===== src/rtl/ccd_gen_pkg.sv =====
`default_nettype none
// ============================================================================
// Module      : ccd_gen_pkg
// Description : Shared types and constants for the linear-CCD clock
//               generator. Holds the FSM state encoding, the quarter-phase
//               encoding and the per-state phase vectors {p, r, l1, l2}.
// Revision    : 1.0 - initial parametrised release
// ============================================================================
package ccd_gen_pkg;

  typedef enum logic [2:0] {
    ST_IDLE      = 3'd0,
    ST_PRECHARGE = 3'd1,
    ST_SHIFT     = 3'd2,
    ST_HOLD      = 3'd3,
    ST_TRANSFER  = 3'd4
  } state_t;

  typedef enum logic [1:0] {
    Q_0 = 2'd0,
    Q_1 = 2'd1,
    Q_2 = 2'd2,
    Q_3 = 2'd3
  } quarter_t;

  // Phase vectors, bit order {phi_p, phi_r, phi_l1, phi_l2}.
  localparam logic [3:0] C_PH_IDLE      = 4'b0000;
  localparam logic [3:0] C_PH_GATE      = 4'b1101;  // PRECHARGE and TRANSFER
  localparam logic [3:0] C_PH_SHIFT_Q0  = 4'b0101;
  localparam logic [3:0] C_PH_SHIFT_Q1  = 4'b0001;
  localparam logic [3:0] C_PH_SHIFT_Q23 = 4'b0010;

  // Phase vector driven during SHIFT for a given quarter.
  function automatic logic [3:0] shift_phase(input quarter_t q);
    case (q)
      Q_0:     return C_PH_SHIFT_Q0;
      Q_1:     return C_PH_SHIFT_Q1;
      default: return C_PH_SHIFT_Q23;
    endcase
  endfunction

endpackage
`default_nettype wire


===== src/rtl/ccd_clock_generator_phase_seq.sv =====
`default_nettype none
// ============================================================================
// Module      : ccd_phase_seq
// Description : Pixel-period sequencer for the SHIFT state. A PHASE_CYC
//               prescaler advances a quarter counter (q0..q3), which in turn
//               advances the pixel index (0..N_PIXELS-1). All counters are
//               held at zero while i_en is low.
// Ports       : i_clk, i_rst        clock / async active-high reset
//               i_en                high only while the FSM is in SHIFT
//               o_quarter           current quarter of the pixel period
//               o_sample            last clock of q1
//               o_last              last clock of q3 of the last pixel
//               o_pixel_idx         current pixel period index
// Revision    : 1.0 - initial parametrised release
// ============================================================================
module ccd_phase_seq
  import ccd_gen_pkg::*;
#(
  parameter int unsigned N_PIXELS  = 2052,
  parameter int unsigned PHASE_CYC = 1
) (
  input  logic                        i_clk,
  input  logic                        i_rst,
  input  logic                        i_en,
  output quarter_t                    o_quarter,
  output logic                        o_sample,
  output logic                        o_last,
  output logic [$clog2(N_PIXELS)-1:0] o_pixel_idx
);

  localparam int PIX_W = $clog2(N_PIXELS);
  // A one-clock quarter still needs a 1-bit prescaler register.
  localparam int PRE_W = (PHASE_CYC > 1) ? $clog2(PHASE_CYC) : 1;

  localparam logic [PRE_W-1:0] C_PRE_LAST = PRE_W'(PHASE_CYC - 1);
  localparam logic [PIX_W-1:0] C_PIX_LAST = PIX_W'(N_PIXELS - 1);

  logic [PRE_W-1:0] r_presc;
  quarter_t         r_quarter;
  logic [PIX_W-1:0] r_pixel;

  logic       w_presc_last;
  logic       w_pix_last;
  logic [1:0] w_q_inc;

  assign w_presc_last = (r_presc == C_PRE_LAST);
  assign w_pix_last   = (r_pixel == C_PIX_LAST);
  assign w_q_inc      = r_quarter + 2'd1;

  always_ff @(posedge i_clk or posedge i_rst) begin
    if (i_rst) begin
      r_presc   <= '0;
      r_quarter <= Q_0;
      r_pixel   <= '0;
    end else if (!i_en) begin
      r_presc   <= '0;
      r_quarter <= Q_0;
      r_pixel   <= '0;
    end else if (w_presc_last) begin
      r_presc   <= '0;
      // Quarter counter wraps naturally every 4 quarters.
      r_quarter <= quarter_t'(w_q_inc);
      if (r_quarter == Q_3) begin
        r_pixel <= w_pix_last ? '0 : r_pixel + 1'b1;
      end
    end else begin
      r_presc <= r_presc + 1'b1;
    end
  end

  assign o_quarter   = r_quarter;
  assign o_sample    = i_en && (r_quarter == Q_1) && w_presc_last;
  assign o_last      = i_en && (r_quarter == Q_3) && w_presc_last && w_pix_last;
  assign o_pixel_idx = r_pixel;

endmodule
`default_nettype wire


===== src/rtl/ccd_clock_generator.sv =====
`default_nettype none
// ============================================================================
// Module      : ccd_clock_generator
// Description : Linear-CCD clock generator. Sequences IDLE -> PRECHARGE ->
//               SHIFT -> HOLD -> TRANSFER, in one-shot or continuous mode,
//               with registered phase outputs, ADC sample strobe, pixel index
//               and busy / frame-done status.
// Ports       : i_clk, i_rst        clock / async active-high reset
//               i_enable            low forces IDLE and clears everything
//               i_continuous        free-running frames when high
//               i_start             one-shot frame trigger (IDLE only)
//               i_f_select          integration-time select
//               o_phi_p/r/l1/l2     CCD clocks
//               o_sample            ADC strobe, o_pixel_idx valid with it
//               o_busy              not in IDLE
//               o_frame_done        final TRANSFER cycle
//               o_frame_cnt         completed frames (CCDGEN_FRAME_CNT_EN)
// Build macro : CCDGEN_FRAME_CNT_EN adds the 16-bit frame counter port.
// Revision    : 1.0 - initial parametrised release
// ============================================================================
module ccd_clock_generator
  import ccd_gen_pkg::*;
#(
  parameter int unsigned N_PIXELS    = 2052,
  parameter int unsigned PHASE_CYC   = 1,
  parameter int unsigned PHI_P_WIDTH = 18,
  parameter int unsigned MIN_INT     = 32'h1009,
  parameter int unsigned STEP        = 32'h5FA4,
  parameter int unsigned SEL_W       = 4,
  parameter int unsigned CNT_W       = 32
) (
  input  logic                        i_clk,
  input  logic                        i_rst,
  input  logic                        i_enable,
  input  logic                        i_continuous,
  input  logic                        i_start,
  input  logic [SEL_W-1:0]            i_f_select,
  output logic                        o_phi_p,
  output logic                        o_phi_r,
  output logic                        o_phi_l1,
  output logic                        o_phi_l2,
  output logic                        o_sample,
  output logic [$clog2(N_PIXELS)-1:0] o_pixel_idx,
  output logic                        o_busy,
  output logic                        o_frame_done
`ifdef CCDGEN_FRAME_CNT_EN
  ,
  output logic [15:0]                 o_frame_cnt
`endif
);

  localparam int PIX_W = $clog2(N_PIXELS);
  localparam int C_WW  = CNT_W + SEL_W;

  localparam logic [CNT_W-1:0] C_PRE_LAST  = CNT_W'(PHI_P_WIDTH);
  localparam logic [CNT_W-1:0] C_XFER_LAST = CNT_W'(4 * PHI_P_WIDTH - 1);
  localparam logic [C_WW-1:0]  C_SAT       = C_WW'({CNT_W{1'b1}});

  state_t           r_state;
  state_t           w_state_next;
  logic [CNT_W-1:0] r_cnt;
  logic [CNT_W-1:0] w_cnt_next;
  logic [CNT_W:0]   w_cnt_inc;
  logic [SEL_W-1:0] r_f_sel;
  logic             w_done;

  logic [C_WW-1:0]  w_tint_wide;
  logic [CNT_W-1:0] w_tint;
  logic             w_hold_last;

  logic             w_seq_en;
  quarter_t         w_quarter;
  logic             w_seq_sample;
  logic             w_seq_last;
  logic [PIX_W-1:0] w_seq_idx;

  logic [3:0]       w_phase;
  logic [3:0]       r_phase;
  logic             r_sample;
  logic [PIX_W-1:0] r_pixel_idx;
  logic             r_busy;
  logic             r_frame_done;

  assign w_seq_en = (r_state == ST_SHIFT) && i_enable;

  ccd_phase_seq #(
    .N_PIXELS  (N_PIXELS),
    .PHASE_CYC (PHASE_CYC)
  ) u_phase_seq (
    .i_clk       (i_clk),
    .i_rst       (i_rst),
    .i_en        (w_seq_en),
    .o_quarter   (w_quarter),
    .o_sample    (w_seq_sample),
    .o_last      (w_seq_last),
    .o_pixel_idx (w_seq_idx)
  );

  // Integration length computed wide enough that it cannot wrap, then
  // clamped to the largest value the timing counter can reach.
  assign w_tint_wide = C_WW'(MIN_INT) + C_WW'(r_f_sel) * C_WW'(STEP);
  assign w_tint      = (w_tint_wide > C_SAT) ? {CNT_W{1'b1}} : w_tint_wide[CNT_W-1:0];
  assign w_cnt_inc   = {1'b0, r_cnt} + {{CNT_W{1'b0}}, 1'b1};
  // ">=" rather than "==" so a zero-length request still leaves HOLD.
  assign w_hold_last = (w_cnt_inc >= {1'b0, w_tint});

  always_comb begin
    w_state_next = r_state;
    w_cnt_next   = '0;
    w_done       = 1'b0;
    case (r_state)
      ST_IDLE: begin
        if (i_continuous || i_start) w_state_next = ST_PRECHARGE;
      end
      ST_PRECHARGE: begin
        if (r_cnt == C_PRE_LAST) w_state_next = ST_SHIFT;
        else                     w_cnt_next   = w_cnt_inc[CNT_W-1:0];
      end
      ST_SHIFT: begin
        if (w_seq_last) w_state_next = ST_HOLD;
      end
      ST_HOLD: begin
        if (w_hold_last) w_state_next = ST_TRANSFER;
        else             w_cnt_next   = w_cnt_inc[CNT_W-1:0];
      end
      ST_TRANSFER: begin
        if (r_cnt == C_XFER_LAST) begin
          w_done       = 1'b1;
          w_state_next = i_continuous ? ST_SHIFT : ST_IDLE;
        end else begin
          w_cnt_next = w_cnt_inc[CNT_W-1:0];
        end
      end
      default: w_state_next = ST_IDLE;
    endcase
    // Dropping enable abandons the frame: no frame-done for a partial frame.
    if (!i_enable) begin
      w_state_next = ST_IDLE;
      w_cnt_next   = '0;
      w_done       = 1'b0;
    end
  end

  always_comb begin
    w_phase = C_PH_IDLE;
    case (r_state)
      ST_PRECHARGE, ST_TRANSFER: w_phase = C_PH_GATE;
      ST_SHIFT:                  w_phase = shift_phase(w_quarter);
      default:                   w_phase = C_PH_IDLE;
    endcase
  end

  always_ff @(posedge i_clk or posedge i_rst) begin
    if (i_rst) begin
      r_state <= ST_IDLE;
      r_cnt   <= '0;
      r_f_sel <= '0;
    end else begin
      r_state <= w_state_next;
      r_cnt   <= w_cnt_next;
      // Latched once per frame on SHIFT entry, so HOLD uses a stable value.
      if (!i_enable) begin
        r_f_sel <= '0;
      end else if ((w_state_next == ST_SHIFT) && (r_state != ST_SHIFT)) begin
        r_f_sel <= i_f_select;
      end
    end
  end

  always_ff @(posedge i_clk or posedge i_rst) begin
    if (i_rst) begin
      r_phase      <= C_PH_IDLE;
      r_sample     <= 1'b0;
      r_pixel_idx  <= '0;
      r_busy       <= 1'b0;
      r_frame_done <= 1'b0;
    end else if (!i_enable) begin
      r_phase      <= C_PH_IDLE;
      r_sample     <= 1'b0;
      r_pixel_idx  <= '0;
      r_busy       <= 1'b0;
      r_frame_done <= 1'b0;
    end else begin
      r_phase      <= w_phase;
      r_sample     <= w_seq_sample;
      r_pixel_idx  <= w_seq_idx;
      r_busy       <= (r_state != ST_IDLE);
      r_frame_done <= w_done;
    end
  end

  assign o_phi_p      = r_phase[3];
  assign o_phi_r      = r_phase[2];
  assign o_phi_l1     = r_phase[1];
  assign o_phi_l2     = r_phase[0];
  assign o_sample     = r_sample;
  assign o_pixel_idx  = r_pixel_idx;
  assign o_busy       = r_busy;
  assign o_frame_done = r_frame_done;

`ifdef CCDGEN_FRAME_CNT_EN
  logic [15:0] r_frame_cnt;

  // Counts alongside o_frame_done; wraps 16'hFFFF -> 0 naturally.
  always_ff @(posedge i_clk or posedge i_rst) begin
    if (i_rst) begin
      r_frame_cnt <= '0;
    end else if (!i_enable) begin
      r_frame_cnt <= '0;
    end else if (w_done) begin
      r_frame_cnt <= r_frame_cnt + 16'd1;
    end
  end

  assign o_frame_cnt = r_frame_cnt;
`else
  // Frame counter not present in this build.
`endif

endmodule
`default_nettype wire


===== config.mk =====
export PLATFORM = sky130hd
export DESIGN_NAME = ccd_clock_generator
export DESIGN_NICKNAME = d
export VERILOG_FILES = /design/src/rtl/ccd_gen_pkg.sv /design/src/rtl/ccd_clock_generator_phase_seq.sv /design/src/rtl/ccd_clock_generator.sv
export SDC_FILE = /design/constraint.sdc
export NUM_CORES = 1
export LEC_CHECK = 0
export CAP_MARGIN = 5
export CORE_UTILIZATION = 55
export CTS_CLUSTER_DIAMETER = 80
export CTS_CLUSTER_SIZE = 10
export DETAILED_ROUTE_END_ITERATION = 16
export MAX_ROUTING_LAYER = met4
export PLACE_DENSITY = 0.77
export SKIP_CTS_REPAIR_TIMING = 1
export SYNTH_ARGS = -nofsm -noshare
export SYNTH_HDL_FRONTEND = slang
export SYNTH_SLANG_ARGS = --single-unit

===== constraint.sdc =====
create_clock -name i_clk -period 4.5 [get_ports i_clk]
set_input_delay 1.125 -clock i_clk [delete_from_list [all_inputs] [get_ports i_clk]]
set_output_delay 1.125 -clock i_clk [all_outputs]
set_load 0.01 [all_outputs]

* Yosys cells after proc, flatten, opt, wreduce, memory -nomap -nowiden
Cells that the tools add are included.
** Word-level totals
- Bits in registers :: 73
- Latch bits :: 0
- Memory bits (writable) :: 0
- Bits in read-only memories :: 0
- Bits of input ports :: 9
- Output and inout bits :: 19
- Word-level logic and storage cells :: 80
- Memories :: 0
** Operators by class
- $add $sub $neg :: 5
- Multiply operators :: 1
- Div/mod/pow operators :: 0
- Order comparisons :: 2
- Equal/unequal tests :: 14
- Shift-type cells :: 0
- Multiplexer cells :: 33
- Bitwise logic cells :: 1
- Reductions and logical operators :: 13
** Operators by type and width (count)
- two-way mux 32 bit :: 5
- case mux 32 bit (3 select lines) :: 1
- two-way mux 12 bit :: 5
- adder 32 x 1 -> 33 bit, second input constant :: 1
- >= comparator 33 x 32 -> 1 bit :: 1
- equality test 32 x 5 -> 1 bit, second input constant :: 1
- equality test 32 x 7 -> 1 bit, second input constant :: 1
- greater-than comparator 20 x 32 -> 1 bit, second input constant :: 1
- adder 13 x 19 -> 20 bit, first input constant :: 1
- two-way mux 3 bit :: 6
- multiplier 4 x 13 -> 17 bit, second input constant :: 1
- case mux 3 bit (5 select lines) :: 1
- adder 12 x 1 -> 12 bit, second input constant :: 1
- equality test 12 bit, second input constant :: 1
- two-way mux 4 bit :: 3
- equality test 3 x 2 -> 1 bit, second input constant :: 3
- case mux 4 bit (2 select lines) :: 1
- logical AND 1 bit :: 7
- two-way mux 1 bit :: 7
- two-way mux 2 bit :: 3
- case mux 3 bit (2 select lines) :: 1
- inequality test 2 bit, second input constant :: 2
- equality test 3 x 1 -> 1 bit, second input constant :: 1
- equality test 3 bit, second input constant :: 1
- 13 further kinds :: 13

* Longest topological paths before layout
Gate-level depths: netlist of run 1.
- Depth after elaboration :: 12
- Mapped depth :: 21

* By module
From an unflattened synthesis of run 1, not the netlist that was laid out.
** Unflattened totals
- Cell total of the unflattened synthesis :: 558
- Area, all modules :: 5190.0 um2
** Modules (own cells, without submodules)
- ccd_clock_generator :: instances 1, cells an instance 465, area each 4337.9 um2
- ccd_phase_seq :: instances 1, cells an instance 93, area each 852.1 um2

* Worst setup path before layout of run 1
OpenSTA, ideal clock, no wires.
- Path kind :: register to register
- Start :: register r_f_sel[1]
- End :: register r_cnt[22]
- Library setup time :: 0.073 ns
- Arrival :: 4.794 ns
- Required time :: 4.427 ns
- Setup slack :: -0.367 ns
- Cell stages (with the launch flop) :: 20
- Path buffers :: 1
- Cells stage by stage :: dfrtp_1 > fa_1 > fa_1 > ha_1 > a21oi_1 > a2bb2oi_1 > a31oi_1 > a311oi_1 > nand4b_1 > nor3_1 > xnor2_1 > ha_1 > nand3_1 > nor2_1 > a31oi_1 > o211ai_1 > a311oi_2 > a21oi_4 > buf_6 > a21oi_2
** Between the ends
- Word-level cells in the longest chain between the ends :: 8
** Ends and longest elaborated chain
- start, declared :: RTL line ccd_clock_generator.sv:64 : logic [SEL_W-1:0] r_f_sel;
- start signal, assigned :: RTL line ccd_clock_generator.sv:165 : r_f_sel <= i_f_select;
- multiplier 4 x 13 -> 17 bit * :: RTL line ccd_clock_generator.sv:101 : assign w_tint_wide = C_WW'(MIN_INT) + C_WW'(r_f_sel) * C_WW'(STEP);
- adder 13 x 19 -> 20 bit * :: RTL line ccd_clock_generator.sv:101
- greater-than comparator 20 x 32 -> 1 bit :: RTL line ccd_clock_generator.sv:102 : assign w_tint = (w_tint_wide > C_SAT) ? {CNT_W{1'b1}} : w_tint_wide[CNT_W-1:0];
- two-way mux 32 bit * :: RTL line ccd_clock_generator.sv:102
- >= comparator 33 x 32 -> 1 bit * :: RTL line ccd_clock_generator.sv:105 : assign w_hold_last = (w_cnt_inc >= {1'b0, w_tint});
- two-way mux 32 bit * :: RTL line ccd_clock_generator.sv:123 : if (w_hold_last) w_state_next = ST_TRANSFER;
- case mux 32 bit (3 select lines) * :: RTL line ccd_clock_generator.sv:111 : case (r_state)
- two-way mux 32 bit * :: RTL line ccd_clock_generator.sv:137 : if (!i_enable) begin
- named net w_cnt_next[22] :: RTL line ccd_clock_generator.sv:62 : logic [CNT_W-1:0] w_cnt_next;
- end signal, assigned :: RTL line ccd_clock_generator.sv:160 : r_cnt <= w_cnt_next;
- end, declared :: RTL line ccd_clock_generator.sv:61 : logic [CNT_W-1:0] r_cnt;
Mark *: on every way through the listed nets, which the timed path passes. The rest lies on a longest branch.
A chain may end at the register's enable or synchronous reset.

* Worst setup path after layout of run 1
- Start :: register r_f_sel[3]
- End :: register r_cnt[20]
Same word-level chain as after synthesis.

==> results of run 1 <==
-- layout make-up --
class / instances / area (um^2) / share of cell area
Clock buffer: 9 / 123.9 / 0.01901
Clock inverter: 7 / 68.82 / 0.01056
Inverter: 40 / 150.1 / 0.02304
Multi-Input combinational cell: 457 / 3513 / 0.5391
Sequential cell: 72 / 1802 / 0.2764
Tap cell: 129 / 161.4 / 0.02476
Timing Repair Buffer: 75 / 698.2 / 0.1071
-- report_power, final --
part	total, W	switching (W)	internal, W
Combinational	0.0000725	0.0000417	0.0000308
Sequential	0.000654	0.00000377	0.000650
Clock	0.000506	0.000287	0.000220
Total	0.00123	0.000332	0.000901
-- layer usage --
metal	vias up	GRT usage	share of wire
met5	-	-	0
met4	0	0.06577	0.014
met3	17	0.04526	0.038
met2	118	0.4562	0.52
met1	2244	0.3348	0.43
li1	2224	-	-
-- kinds of logic after synthesis --
kind of cell | after synthesis | share of synthesized area
AND/OR/NAND/NOR | 255 | 0.2704
AO/OA/AOI/OAI | 99 | 0.1251
flip-flops | 72 | 0.3404
buffers and inverters | 55 | 0.04822
adder cells (fa/ha/maj) | 52 | 0.1314
XOR/XNOR | 51 | 0.08440
-- cells in the mapped netlist (3+ instances only) --
library cell / instances
a21boi_0: 3
a21o_1: 7
a21oi_1: 10
a311oi_1: 3
a31oi_1: 7
and2_1: 17
and3_1: 12
and3_2: 3
and4_1: 6
and4_4: 5
buf_6: 5
clkbuf_1: 8
dfrtp_1: 72
fa_1: 6
ha_1: 46
inv_1: 40
nand2_1: 39
nand2b_1: 5
nand3_1: 30
nand4_1: 17
nor2_1: 43
nor2_2: 29
nor2b_1: 4
nor3_1: 16
nor4_1: 12
o211ai_1: 5
o21a_1: 3
o21ai_0: 39
xnor2_1: 32
xor2_1: 19
-- worst max-delay path, stage by stage, from the launching register on --
cell and delay (ps):
dfrtp_1 410, fa_2 630, inv_2 50, fa_1 490, inv_2 50, ha_4 270
inv_1 60, o31ai_2 240, a21oi_2 120, xnor2_2 290, a41oi_2 80, nor3b_2 210
xnor2_1 120, ha_1 340, a21o_1 190, o21ai_0 150, o211a_1 180, o211ai_1 120
a311oi_2 320, a21oi_4 110, buf_12 160, buf_12 140, a21oi_2 110
-- through the flow --
| step | hold WS (ps) | util | worst slack [ps] | cells |
|---|---|---|---|---|
| final | 502.7 | 0.7020 | -415.1 | 789 |
| after global routing | 545.7 | 0.7020 | -621.2 | 789 |
| after CTS | 508.5 | 0.6717 | -384.2 | 782 |
| after detailed placement | 497.9 | 0.6509 | -353.6 | 766 |
| after global placement | 477.3 | 0.6509 | -156.9 | 766 |
| after floorplan | 450.3 | - | -58.73 | 584 |
-- cell usage in the layout, fill, tap and decap left out, types with 27 or more instances in the layout --
master            n
buf_4            43
clkdlybuf4s50_1  27
dfrtp_1          72
ha_1             42
inv_1            37
nand2_1          39
nand3_1          30
nor2_1           41
o21ai_0          37
xnor2_1          29
-- worst paths after layout --
check / from / to / slack (ps) / depth (start not counted)
min reg2reg: u_phase_seq.o_quarter[0] / u_phase_seq.o_quarter[0] / 500 / 1
min: u_phase_seq.o_quarter[0] / u_phase_seq.o_quarter[0] / 500 / 1
max reg2reg: r_f_sel[3] / r_cnt[20] / -420 / 22
max in group asynchronous: i_rst / r_cnt[13] / 2270 / 3
min in group asynchronous: i_rst / r_state[2] / 1220 / 2
max: r_f_sel[3] / r_cnt[20] / -420 / 22
-- registers in the layout (all words and copies together) (netlist names) --
register / cells
o_busy: 1
o_frame_done: 1
o_pixel_idx: 12
o_sample: 1
r_cnt: 32
r_f_sel: 4
r_phase: 4
r_state: 3
u_phase_seq.o_pixel_idx: 12
u_phase_seq.o_quarter: 2
==> results.cfg, run 1 <==
[run_status]
outcome = finished, violations left
violations = setup timing

[yosys]
synth_top_area_share = 0.3404
synth-async-reset-ratio = 1.000
yosysWarningCount = 0
syn_nets = 645
synth.area.top_cells = dfrtp_1 34%, ha_1 11%, xnor2_1 5.3%
ys_types = 64
synth_edf_count = 0
synth.largest_area_cell = dfrtp_1
syn_area_mm2 = 0.005293
syn_avg_cell_area_um2 = 9.063
ys_seq_elements = 72
seq_area_frac_synth = 0.3404
syn_inst = 584
synthFlopType = dfrtp_1

[floorplanning]
rows = 35
die_w_um = 100.1
die_h_um = 100.1
fp.coreArea_mm2 = 0.009284
initial_core_util = 0.5701
die_area_mm2 = 0.01002
ios = 28

[layout]
num-fill-cells = 721
drive_gt1_frac = 0.2227
nets = 716
area_growth_syn_to_layout_pct = 23.14
antenna_cells = 0
final_cell_area_mm2 = 0.006518

[routing]
wl_um = 12600
vias_per_cell = 5.834
drt_iter0_drc = 205
remaining_drc_errors = 0
wire_per_inst_um = 15.97
first_pass_iters = 4
ant_nets = 0
vias = 4603

[cts]
cts_tree = done
root_buffer = clkbuf_8
clockBufferDepth = 2
clk_latency_ps = 360
cts_buffers = 9
cts_sinks = 72
htree_levels = 3
clk_pin_slew_ps = 90

[sta]
clock.fmax_mhz = 203.5
post-route-min-period_ps = 4915
slew_viol_final = 0
setup_viol = 35
finalCritPeriodShare = 1.092
layout_setup_ws_ps = -415.1
setup_tns_ps = -11420
rsz0062_at_grt = true
hold_viol = 0
tightest_slew_ps = 755.1
max-slew-margin-rel = 0.4836
finClkSkew_ps = 17.96

[worst_hold_path]
hold_path.class = reg -> reg

[grt]
grt_pass1_wl_um = 20890
antenna_found_initial = 0
grt_pass1_vias = 4507
grt_use_total = 0.2682
gr-total-overflow = 0
grt_max_degree = 38

[placed_design]
dp_hpwl_um = 9281
io_buffers = 27
gp_congestion = 0.9468
placed_area_mm2 = 0.006043

[power_and_ir_drop]
peakVddDrop_mv = 0.1824
p_total_w = 0.001233
p_leak_nw = 2.945
power.density_mw_per_mm2 = 189.2

[critical_path]
start_kind = register
crit_required_ps = 4780
endpoint_kind = register
arrival_ps = 5190
crit_path_max_fanout = 6
worst-setup-path-type = reg -> reg

[job]
maxCapViolCount = 0
No activity file was read; power rests on OpenSTA's default activity.
==> run 2, diff against run 1 <==
--- a/config.mk
+++ b/config.mk
@@ -8,7 +8,6 @@
 export CAP_MARGIN = 5
 export CORE_UTILIZATION = 55
 export CTS_CLUSTER_DIAMETER = 80
-export CTS_CLUSTER_SIZE = 10
 export DETAILED_ROUTE_END_ITERATION = 16
 export MAX_ROUTING_LAYER = met4
 export PLACE_DENSITY = 0.77
==> results of run 2 <==
Final layout, timing and power as in run 1 (identical DEF).
